<file path="config.mk">
export PLATFORM = sky130hd
export DESIGN_NAME = seq_divider_flat
export DESIGN_NICKNAME = d
export VERILOG_FILES = /design/src/rtl/seq_divider_pkg.sv /design/src/rtl/seq_divider_if.sv /design/src/rtl/seq_divider_sub_stage.sv /design/src/rtl/seq_divider.sv /design/src/flat_wrapper.sv
export SDC_FILE = /design/constraint.sdc
export NUM_CORES = 1
export LEC_CHECK = 0
export BUFFER_PORTS_ARGS = -buffer_cell sky130_fd_sc_hd__buf_2
export CORE_MARGIN = 2
export CORE_UTILIZATION = 52
export CTS_BUF_LIST = sky130_fd_sc_hd__clkbuf_4
export CTS_CLUSTER_DIAMETER = 100
export DETAILED_ROUTE_END_ITERATION = 6
export HOLD_SLACK_MARGIN = 0.05
export PLACE_DENSITY_LB_ADDON = 0.2
export SYNTH_ARGS = -nofsm -noshare
export SYNTH_HDL_FRONTEND = slang
export SYNTH_SLANG_ARGS = --single-unit
</file>
<file path="constraint.sdc">
create_clock -name clk -period 2.32 [get_ports clk]
set_input_delay 0.232 -clock clk [delete_from_list [all_inputs] [get_ports clk]]
set_output_delay 0.232 -clock clk [all_outputs]
set_load 0.02 [all_outputs]
</file>
<file path="src/rtl/seq_divider_pkg.sv">
// Shared definitions for the sequential restoring divider: FSM state
// encodings and the default operand width.
package seq_divider_pkg;

  localparam int DEFAULT_WIDTH = 4;

  typedef enum logic [1:0] {
    IDLE = 2'd0,
    RUN  = 2'd1,
    DONE = 2'd2
  } state_e;

endpackage

</file>
<file path="src/rtl/seq_divider_if.sv">
// Request/result bundle of the divider. The master issues operands and a
// start pulse; the slave (the divider) returns status and results.
interface seq_divider_if #(
  parameter int WIDTH = seq_divider_pkg::DEFAULT_WIDTH
) ();

  logic             start;
  logic [WIDTH-1:0] dividend;
  logic [WIDTH-1:0] divisor;
  logic             busy;
  logic             done;
  logic [WIDTH-1:0] quotient;
  logic [WIDTH-1:0] remainder;
  logic             div_by_zero;

  modport master (
    output start, dividend, divisor,
    input  busy, done, quotient, remainder, div_by_zero
  );

  modport slave (
    input  start, dividend, divisor,
    output busy, done, quotient, remainder, div_by_zero
  );

endinterface

</file>
<file path="src/rtl/seq_divider_sub_stage.sv">
// Combinational N-bit compare/subtract built as a ripple chain of
// full-subtractor cells. diff_o = a_i - b_i; ge_o is high when a_i >= b_i
// (no borrow out of the top cell).
module sub_stage #(
  parameter int N = 5
) (
  input  logic [N-1:0] a_i,
  input  logic [N-1:0] b_i,
  output logic [N-1:0] diff_o,
  output logic         ge_o
);

  logic [N:0] borrow;

  assign borrow[0] = 1'b0;

  for (genvar i = 0; i < N; i++) begin : g_cell
    // Full-subtractor cell: difference and borrow-out for one bit.
    assign diff_o[i]     = a_i[i] ^ b_i[i] ^ borrow[i];
    assign borrow[i+1]   = (~a_i[i] & b_i[i]) | (~(a_i[i] ^ b_i[i]) & borrow[i]);
  end

  assign ge_o = ~borrow[N];

endmodule

</file>
<file path="src/rtl/seq_divider.sv">
// Sequential restoring divider: one quotient bit per clock using a single
// shared compare/subtract stage. Results are registered in DONE and
// announced by a one-cycle done strobe in the following cycle.
module seq_divider
  import seq_divider_pkg::*;
#(
  parameter int WIDTH = DEFAULT_WIDTH
) (
  input logic          clk,
  input logic          rst,
  seq_divider_if.slave bus
);

  localparam int CW = $clog2(WIDTH + 1);

  state_e           state_q, state_d;
  logic [WIDTH-1:0] q_q, q_d;       // partial quotient / shifting dividend
  logic [WIDTH-1:0] r_q, r_d;       // partial remainder, always < D between steps
  logic [WIDTH-1:0] d_q, d_d;       // captured divisor
  logic [CW-1:0]    cnt_q, cnt_d;   // steps left in RUN
  logic             dz_q, dz_d;     // current division has a zero divisor
  logic [WIDTH-1:0] quot_q, quot_d;
  logic [WIDTH-1:0] rem_q, rem_d;
  logic             dbz_q, dbz_d;
  logic             done_q, done_d;

  logic [WIDTH:0]   r_shift;
  logic [WIDTH:0]   diff;
  logic             ge;
  logic             unused_diff_msb;

  // The shifted remainder needs the extra bit; after a restoring step it is
  // back below D, so the stored remainder only needs WIDTH bits.
  assign r_shift         = {r_q, q_q[WIDTH-1]};
  assign unused_diff_msb = diff[WIDTH];

  sub_stage #(.N(WIDTH + 1)) u_sub_stage (
    .a_i    (r_shift),
    .b_i    ({1'b0, d_q}),
    .diff_o (diff),
    .ge_o   (ge)
  );

  // Next-state and datapath update for the IDLE/RUN/DONE controller.
  always_comb begin
    // NOTE: every variable gets a default first so no path leaves one unassigned, which would infer a latch.
    state_d = state_q;
    q_d     = q_q;
    r_d     = r_q;
    d_d     = d_q;
    cnt_d   = cnt_q;
    dz_d    = dz_q;
    quot_d  = quot_q;
    rem_d   = rem_q;
    dbz_d   = dbz_q;
    done_d  = 1'b0;

    unique case (state_q)
      IDLE: begin
        // A start in the done-strobe cycle is ignored.
        if (bus.start && !done_q) begin
          if (bus.divisor != '0) begin
            q_d     = bus.dividend;
            r_d     = '0;
            d_d     = bus.divisor;
            cnt_d   = CW'(WIDTH);
            dz_d    = 1'b0;
            dbz_d   = 1'b0;
            state_d = RUN;
          end else begin
            q_d     = '1;
            r_d     = bus.dividend;
            d_d     = '0;
            dz_d    = 1'b1;
            state_d = DONE;
          end
        end
      end
      RUN: begin
        r_d   = ge ? diff[WIDTH-1:0] : r_shift[WIDTH-1:0];
        q_d   = {q_q[WIDTH-2:0], ge};
        cnt_d = cnt_q - CW'(1);
        if (cnt_q == CW'(1)) begin
          state_d = DONE;
        end
      end
      DONE: begin
        quot_d  = q_q;
        rem_d   = r_q;
        dbz_d   = dz_q;
        done_d  = 1'b1;
        state_d = IDLE;
      end
      default: state_d = IDLE;
    endcase
  end

  // State and datapath registers, cleared asynchronously by rst.
  always_ff @(posedge clk or posedge rst) begin
    if (rst) begin
      state_q <= IDLE;
      q_q     <= '0;
      r_q     <= '0;
      d_q     <= '0;
      cnt_q   <= '0;
      dz_q    <= 1'b0;
      quot_q  <= '0;
      rem_q   <= '0;
      dbz_q   <= 1'b0;
      done_q  <= 1'b0;
    end else begin
      // NOTE: non-blocking assignments so every register samples pre-edge values, independent of statement order.
      state_q <= state_d;
      q_q     <= q_d;
      r_q     <= r_d;
      d_q     <= d_d;
      cnt_q   <= cnt_d;
      dz_q    <= dz_d;
      quot_q  <= quot_d;
      rem_q   <= rem_d;
      dbz_q   <= dbz_d;
      done_q  <= done_d;
    end
  end

  // busy covers RUN, DONE and the done-strobe cycle, so it falls with done.
  assign bus.busy        = (state_q != IDLE) || done_q;
  assign bus.done        = done_q;
  assign bus.quotient    = quot_q;
  assign bus.remainder   = rem_q;
  assign bus.div_by_zero = dbz_q;

endmodule
</file>
<file path="src/flat_wrapper.sv">
// flat-port wrapper written by rule: the top's interface ports become plain ports
module seq_divider_flat import seq_divider_pkg::*;
#(
  parameter int WIDTH = DEFAULT_WIDTH
)
  (clk, rst, bus_start, bus_dividend, bus_divisor, bus_busy, bus_done, bus_quotient, bus_remainder, bus_div_by_zero);
  seq_divider_if #(.WIDTH(WIDTH)) bus_i ();
  input logic clk;
  input logic rst;
  input wire logic [$bits(bus_i.start)-1:0] bus_start;
  input wire logic [$bits(bus_i.dividend)-1:0] bus_dividend;
  input wire logic [$bits(bus_i.divisor)-1:0] bus_divisor;
  output wire logic [$bits(bus_i.busy)-1:0] bus_busy;
  output wire logic [$bits(bus_i.done)-1:0] bus_done;
  output wire logic [$bits(bus_i.quotient)-1:0] bus_quotient;
  output wire logic [$bits(bus_i.remainder)-1:0] bus_remainder;
  output wire logic [$bits(bus_i.div_by_zero)-1:0] bus_div_by_zero;
  assign bus_i.start = bus_start;
  assign bus_i.dividend = bus_dividend;
  assign bus_i.divisor = bus_divisor;
  assign bus_busy = bus_i.busy;
  assign bus_done = bus_i.done;
  assign bus_quotient = bus_i.quotient;
  assign bus_remainder = bus_i.remainder;
  assign bus_div_by_zero = bus_i.div_by_zero;
  seq_divider #(.WIDTH(WIDTH)) u_core (.clk(clk), .rst(rst), .bus(bus_i));
endmodule
</file>
Word-level counts from Yosys, hierarchy flattened
Cells that the tools add are included.
{"block": "totals", "ff_bits": 28, "input_bits": 11, "output_inout_bits": 11, "wordCells": 77}
{"block": "classes", "addsub": 1, "n_eq_ne": 6, "n_mux": 20, "bitwise": 27, "n_reduce_logical": 13}
{"cell": "2-to-1 mux 4 bit", "n": 6}
{"cell": "one-hot mux 4 bit (2 select lines)", "n": 2}
{"cell": "inverter 1 bit", "n": 9}
{"cell": "bitwise AND 1 bit", "n": 8}
{"cell": "XOR 1 bit", "n": 7}
{"cell": "2-to-1 mux 2 bit", "n": 3}
{"cell": "2-to-1 mux 3 bit", "n": 2}
{"cell": "inequality test 2 x 1 -> 1 bit (second input constant)", "n": 3}
{"cell": "one-hot mux 3 bit (2 select lines)", "n": 1}
{"cell": "AND reduction 2 bit", "n": 3}
{"cell": "AND reduction 3 bit", "n": 2}
{"cell": "nonzero test 2 bit", "n": 3}
{"cell": "2-to-1 mux 1 bit", "n": 4}
{"cell": "one-hot mux 2 bit (2 select lines)", "n": 1}
{"cell": "nonzero test 4 bit", "n": 1}
{"cell": "equality test 3 x 1 -> 1 bit (second input constant)", "n": 1}
{"cell": "bitwise OR 1 bit", "n": 3}
{"cell": "subtractor 3 x 1 -> 3 bit (second input constant)", "n": 1}
{"cell": "equality test 2 x 1 -> 1 bit (second input constant)", "n": 1}
{"cell": "equality test 2 bit (second input constant)", "n": 1}
{"cell": "zero test 2 bit", "n": 1}
{"cell": "one-hot mux 1 bit (2 select lines)", "n": 1}
{"cell": "logical AND 1 bit", "n": 1}
{"cell": "zero test 1 bit", "n": 1}
{"cell": "logical OR 1 bit", "n": 1}

Longest topological paths before layout
{"block": "depth", "ltp_word": 11, "mapped_depth": 10}

Modules after synthesis
Synthesis repeated with hierarchy kept, for this count alone.
{"block": "unflattened", "hier_cells": 133, "hier_area_um2": 1468.9}
{"module": "seq_divider", "instances": 1, "cells_per_inst": 116, "area_each_um2": 1331.3}
{"module": "sub_stage", "instances": 1, "cells_per_inst": 17, "area_each_um2": 137.6}

Worst setup path before layout
Ideal clock, no wire load.
{"block": "synth_path", "path_type": "reg2reg", "startpoint": "register u_core.d_q[0]", "endpoint": "register u_core.r_q[0]", "arrival_time_ps": 2199, "required_time_ps": 2188, "path_slack_ps": -11, "path_stages_with_launch": 10, "n_path_buf": 1, "synth_period_minus_slack_ps": 2331, "cell_sequence": "dfrtp_1 -> ha_1 -> fa_1 -> fa_1 -> fa_1 -> nand2b_1 -> buf_1 -> nand2_1 -> o211ai_1 -> a22oi_1"}
{"block": "synth_between", "elab_chain_cells": 10, "word_cells_on_any_way": 11, "cone_classes": "2 x mux; 9 x bitwise"}
{"element": "start, declared", "line": "seq_divider.sv:19", "source": "logic [WIDTH-1:0] d_q, d_d;"}
{"element": "start signal, assigned", "line": "seq_divider.sv:104", "source": "d_q <= '0;"}
{"element": "start signal, assigned", "line": "seq_divider.sv:116", "source": "d_q <= d_d;"}
{"element": "bitwise AND 1 bit (2 in series)", "line": "seq_divider_sub_stage.sv:20", "source": "assign borrow[i+1] = (~a_i[i] & b_i[i]) | (~(a_i[i] ^ b_i[i]) & borrow[i]);"}
{"element": "bitwise OR 1 bit", "line": "seq_divider_sub_stage.sv:20"}
{"element": "bitwise AND 1 bit", "line": "seq_divider_sub_stage.sv:20"}
{"element": "bitwise OR 1 bit", "line": "seq_divider_sub_stage.sv:20"}
{"element": "bitwise AND 1 bit", "line": "seq_divider_sub_stage.sv:20"}
{"element": "bitwise OR 1 bit", "line": "seq_divider_sub_stage.sv:20"}
{"element": "bitwise AND 1 bit", "line": "seq_divider_sub_stage.sv:20"}
{"element": "2-to-1 mux 4 bit *", "line": "seq_divider.sv:80", "source": "r_d = ge ? diff[WIDTH-1:0] : r_shift[WIDTH-1:0];"}
{"element": "one-hot mux 4 bit (2 select lines) *", "line": "seq_divider.sv:58", "source": "unique case (state_q)"}
{"element": "end signal, assigned", "line": "seq_divider.sv:115", "source": "r_q <= r_d;"}
{"element": "end, declared", "line": "seq_divider.sv:18", "source": "logic [WIDTH-1:0] r_q, r_d;"}
Mark *: on every way between the ends. The rest lies on a longest branch, timed or not.
A chain may end at the register's enable or synchronous reset.

Final worst setup path
{"block": "layout_path", "startpoint": "register u_core.d_q[0]", "endpoint": "register u_core.r_q[3]"}
{"block": "layout_between", "elab_chain_cells": 10, "word_cells_on_any_way": 11, "cone_classes": "2 x mux; 9 x bitwise"}
{"element": "bitwise AND 1 bit * (2 in series)", "line": "seq_divider_sub_stage.sv:20"}
{"element": "bitwise OR 1 bit *", "line": "seq_divider_sub_stage.sv:20"}
{"element": "bitwise AND 1 bit *", "line": "seq_divider_sub_stage.sv:20"}
{"element": "bitwise OR 1 bit *", "line": "seq_divider_sub_stage.sv:20"}
{"element": "bitwise AND 1 bit", "line": "seq_divider_sub_stage.sv:20"}
{"element": "bitwise OR 1 bit", "line": "seq_divider_sub_stage.sv:20"}
{"element": "bitwise AND 1 bit", "line": "seq_divider_sub_stage.sv:20"}
{"element": "2-to-1 mux 4 bit *", "line": "seq_divider.sv:80"}
{"element": "one-hot mux 4 bit (2 select lines) *", "line": "seq_divider.sv:58"}
Marks and branches as above.

==> results.md <==
- Post-Syn Area: 1356 um^2
- Met1 usage: 0.2768
- Root buf cell: clkbuf_4
- Worst Hold Depth: 2
- DRC viols: 0
- Crit share post-route: 0.9643
- Vias in the first global route: 1022
- RSZ-0062 raised after global routing: no
- DPL Wire Length: 1964 um
- Avg WL per Cell: 14.86 um
- Final hold viol count: 0
- Final setup vio count: 0
- Storage element area: 700.7 um^2
- Largest net degree at the start of global routing: 29
- GRT Residual Overflow: 0
- Core ar.: 2477 um^2
- Clock Sink Count: 28
- CTS clock-pin slew for the worst setup and hold paths: roughly 0.15 ns
- All-layer global routing usage: 0.2151
- Worst slew pin tran: between 0.6 and 0.7 ns
- Die Span X: 55.07 um
- Post-synth top area share: 0.5166
- Cell chain of the critical path: ha_1, fa_2, fa_2, fa_2, nand2_1, o211ai_1, a21oi_1
- N_diodes: 0
- Io pins: 22
- Die Height: 55.07 um
- CTS Buffer Depth: 2
- RD Place Congestion: 0.7857
- Post-synthesis sequential area ratio: 0.5166
- Port Buffers: 21
- Seq cells post-synth: 28
- Fillers: 206
- CP Data Arrival Time: 2.48 ns
- GRT busiest layer: met2
- Setup TNS: 0 ns
- Slowest cell on crit path: fa_2
- Die area: 3033 um^2
- Register-to-register setup slack: 0.08 ns
- H-tree Lvls: 1
- CP required: 2.56 ns
- Synthesized area per cell: 10.05 um^2
- Status: completed
- Critical Path Sink Type: flop
- Cells after Synth: approximately 140
- Area occupied by multi-input gates: approximately 600 um^2
- Crit path time final: 2.237 ns
- Synthesized Nets: 152
- Synth area leaders: dfrtp_1 (52%), nand2_1 (7.2%), fa_1 (4.4%), o21ai_0 (4.1%), mux2_2 (3.3%)
- Total of max-cap violations: 0
- CP max FO: 2
- Endpoint, Worst Hold: u_core.d_q[3]
- Leak: 0.0007632 uW
- First-pass GRT wire length: 4588 um
- Top cell type by total area after synthesis: dfrtp_1
- CTS tree: built
- Share of layout cells above drive strength 1: 0.2468
- Peak supply drop: 0.0008250 V
- Met3 Resource Use GR: 0.02957
- PwrDens: ~1500 nW/um^2
- Yosys cell types: 27
- Ys Warns: 0
- Slew Limit Headroom: 0.5766
- # nets final: 176
- CP peak stage delay: 0.54 ns
- Reg-to-reg endpoint: u_core.r_q[3]
- Pwr Total: 2336 uW
- Antenna viol nets, final: 0
- DR vias/cell: 5.718
- Worst Path Class, Setup: flop to flop
- Total CTS buffers: 3
- Final Skew: 0.006732 ns
- Max Slew Vio Count: 0
- Reg2reg start: u_core.d_q[0]
- Area grow syn2layout: 14.02%
- Total Routed Length: 2793 um
- Critical Path Source Type: flop
- Skew-Pair Late Insertion Delay: 0.33 ns
- R2R cell count: 7
- Tightest Hold Check Type: primary input to flop
- Total number of vias: 1075
- FMAX: 0.4470 GHz
- Min-delay src: bus_divisor[3]
- Rows: 18
- Crit path top cell by count: fa_2
- DR pass1 iterations: 4
- Initial antenna violation count: 0
- Met2 Usage GRT: 0.3631
- Startpoint of the worst setup timing path: u_core.d_q[0]
- Detailed Route Iter0 Violations: 39
- Initial Util: 0.5475
==> cells in the final DEF (no fill, tap or decap) <==
| cell type | n |
|---|---|
| buf_4 | 4 |
| ha_1 | 3 |
| o21bai_1 | 1 |
| o21ai_0 | 11 |
| a31oi_1 | 5 |
| nand2b_4 | 1 |
| o311ai_0 | 1 |
| fa_2 | 3 |
| a21oi_2 | 1 |
| buf_2 | 21 |
| a22oi_1 | 3 |
| and3_1 | 1 |
| nand2_1 | 26 |
| nand2b_2 | 1 |
| o22ai_1 | 1 |
| nor2b_1 | 2 |
| o211ai_1 | 6 |
| inv_1 | 10 |
| or3_1 | 4 |
| clkbuf_4 | 3 |
| mux2_2 | 4 |
| a21o_1 | 1 |
| nor4b_4 | 1 |
| dlygate4sd3_1 | 1 |
| dfrtp_1 | 28 |
| nand2b_1 | 3 |
| clkinv_1 | 1 |
| nor4_1 | 1 |
| nor2_1 | 5 |
| a21oi_1 | 5 |
==> worst max path at each step <==
| stage | to | slack [ns] | cells past startpoint |
|---|---|---|---|
| after floorplan | u_core.r_q[0] | 0.09 | 9 |
| after global placement | u_core.r_q[0] | -0.0007 | 8 |
| after detailed placement | u_core.r_q[2] | -0.14 | 8 |
| after CTS | u_core.r_q[2] | 0.009 | 8 |
| after global routing | u_core.r_q[3] | 0.005 | 7 |
| final | u_core.r_q[3] | 0.08 | 7 |
==> metrics by stage <==
step	instances	instance area (um^2)	hold WS (ns)	setup WS (ns)	utilization
floorplan	135	1358	0.2974	0.09452	-
global placement	181	1479	0.3056	-0.0006986	0.5970
detailed placement	181	1479	0.3158	-0.1367	0.5970
CTS	186	1525	0.1342	0.008976	0.6157
global route	188	1546	0.1250	0.005449	0.6242
finish	188	1546	0.1338	0.08287	0.6242
==> final cells by class <==
class                           instances  area share
Sequential cell                        28      0.4531
Clock buffer                            3     0.01456
Timing Repair Buffer                   26     0.09385
Tap cell                               30     0.02427
Inverter                               10     0.02427
Multi-Input combinational cell         90      0.3875
Clock inverter                          1    0.002427
==> metal layers <==
metal	share of wire	vias up	routed length [um]
li1	-	507	-
met1	0.44	527	1236
met2	0.50	34	1390
met3	0.039	7	109
met4	0.021	0	58
met5	0	-	0
==> cell usage after synthesis <==
library cell / instances
buf_2: 4
and3_1: 1
o211ai_1: 6
nor4b_4: 1
buf_6: 1
o311ai_0: 1
fa_1: 3
nand2b_1: 4
or3_1: 4
a21oi_2: 1
ha_1: 3
a21oi_1: 5
clkbuf_1: 2
a21o_1: 1
dfrtp_1: 28
nor2_1: 5
o21bai_1: 1
nor2b_1: 2
nand2_1: 26
a22oi_1: 3
o21ai_0: 11
a31oi_1: 5
buf_1: 1
o22ai_1: 1
nor4_1: 1
mux2_2: 4
inv_1: 10
==> logic make-up (layout without fill, tap and decap cells) <==
family,count (synthesis),in the layout,share of synthesized area
multiplexers,4,4,0.03321
flip-flops,28,28,0.5166
AO/OA/AOI/OAI,35,35,0.1605
AND/OR/NAND/NOR,44,45,0.1587
adder cells (fa/ha/maj),6,6,0.07196
buffers and inverters,18,40,0.05904
==> registers in the layout, summed over array words and instances (netlist names) <==
register and cells:
u_core.dz_q 1, u_core.bus.done 1, u_core.bus.div_by_zero 1, u_core.q_q 4
u_core.state_q 2, u_core.bus.remainder 4, u_core.cnt_q 3, u_core.bus.quotient 4
u_core.d_q 4, u_core.r_q 4
==> worst max-delay path, delay by kind of cell, from the launching register on <==
kind,cells,cell delay (ns)
DFF,1,0.43
AOI/OAI and AO/OA,2,0.18
adders and majority gates,4,1.47
and+or+nand+nor,1,0.06
==> report_power, final <==
group	leakage, uW	internal (uW)	switching [uW]
Combinational	0.000404	517	715
Clock	0.0000154	63.3	147
Sequential	0.000344	716	178
Total	0.000763	1300	1040
==> what timing repair did <==
item,4_1_cts,5_1_grt
gates cloned,0,1
setup endpoints to repair,5,5
hold endpoints to repair,28,0
gates resized for setup,3,2
setup buffers,0,1
hold buffers,1,0
(Power assumes the default switching activity.)
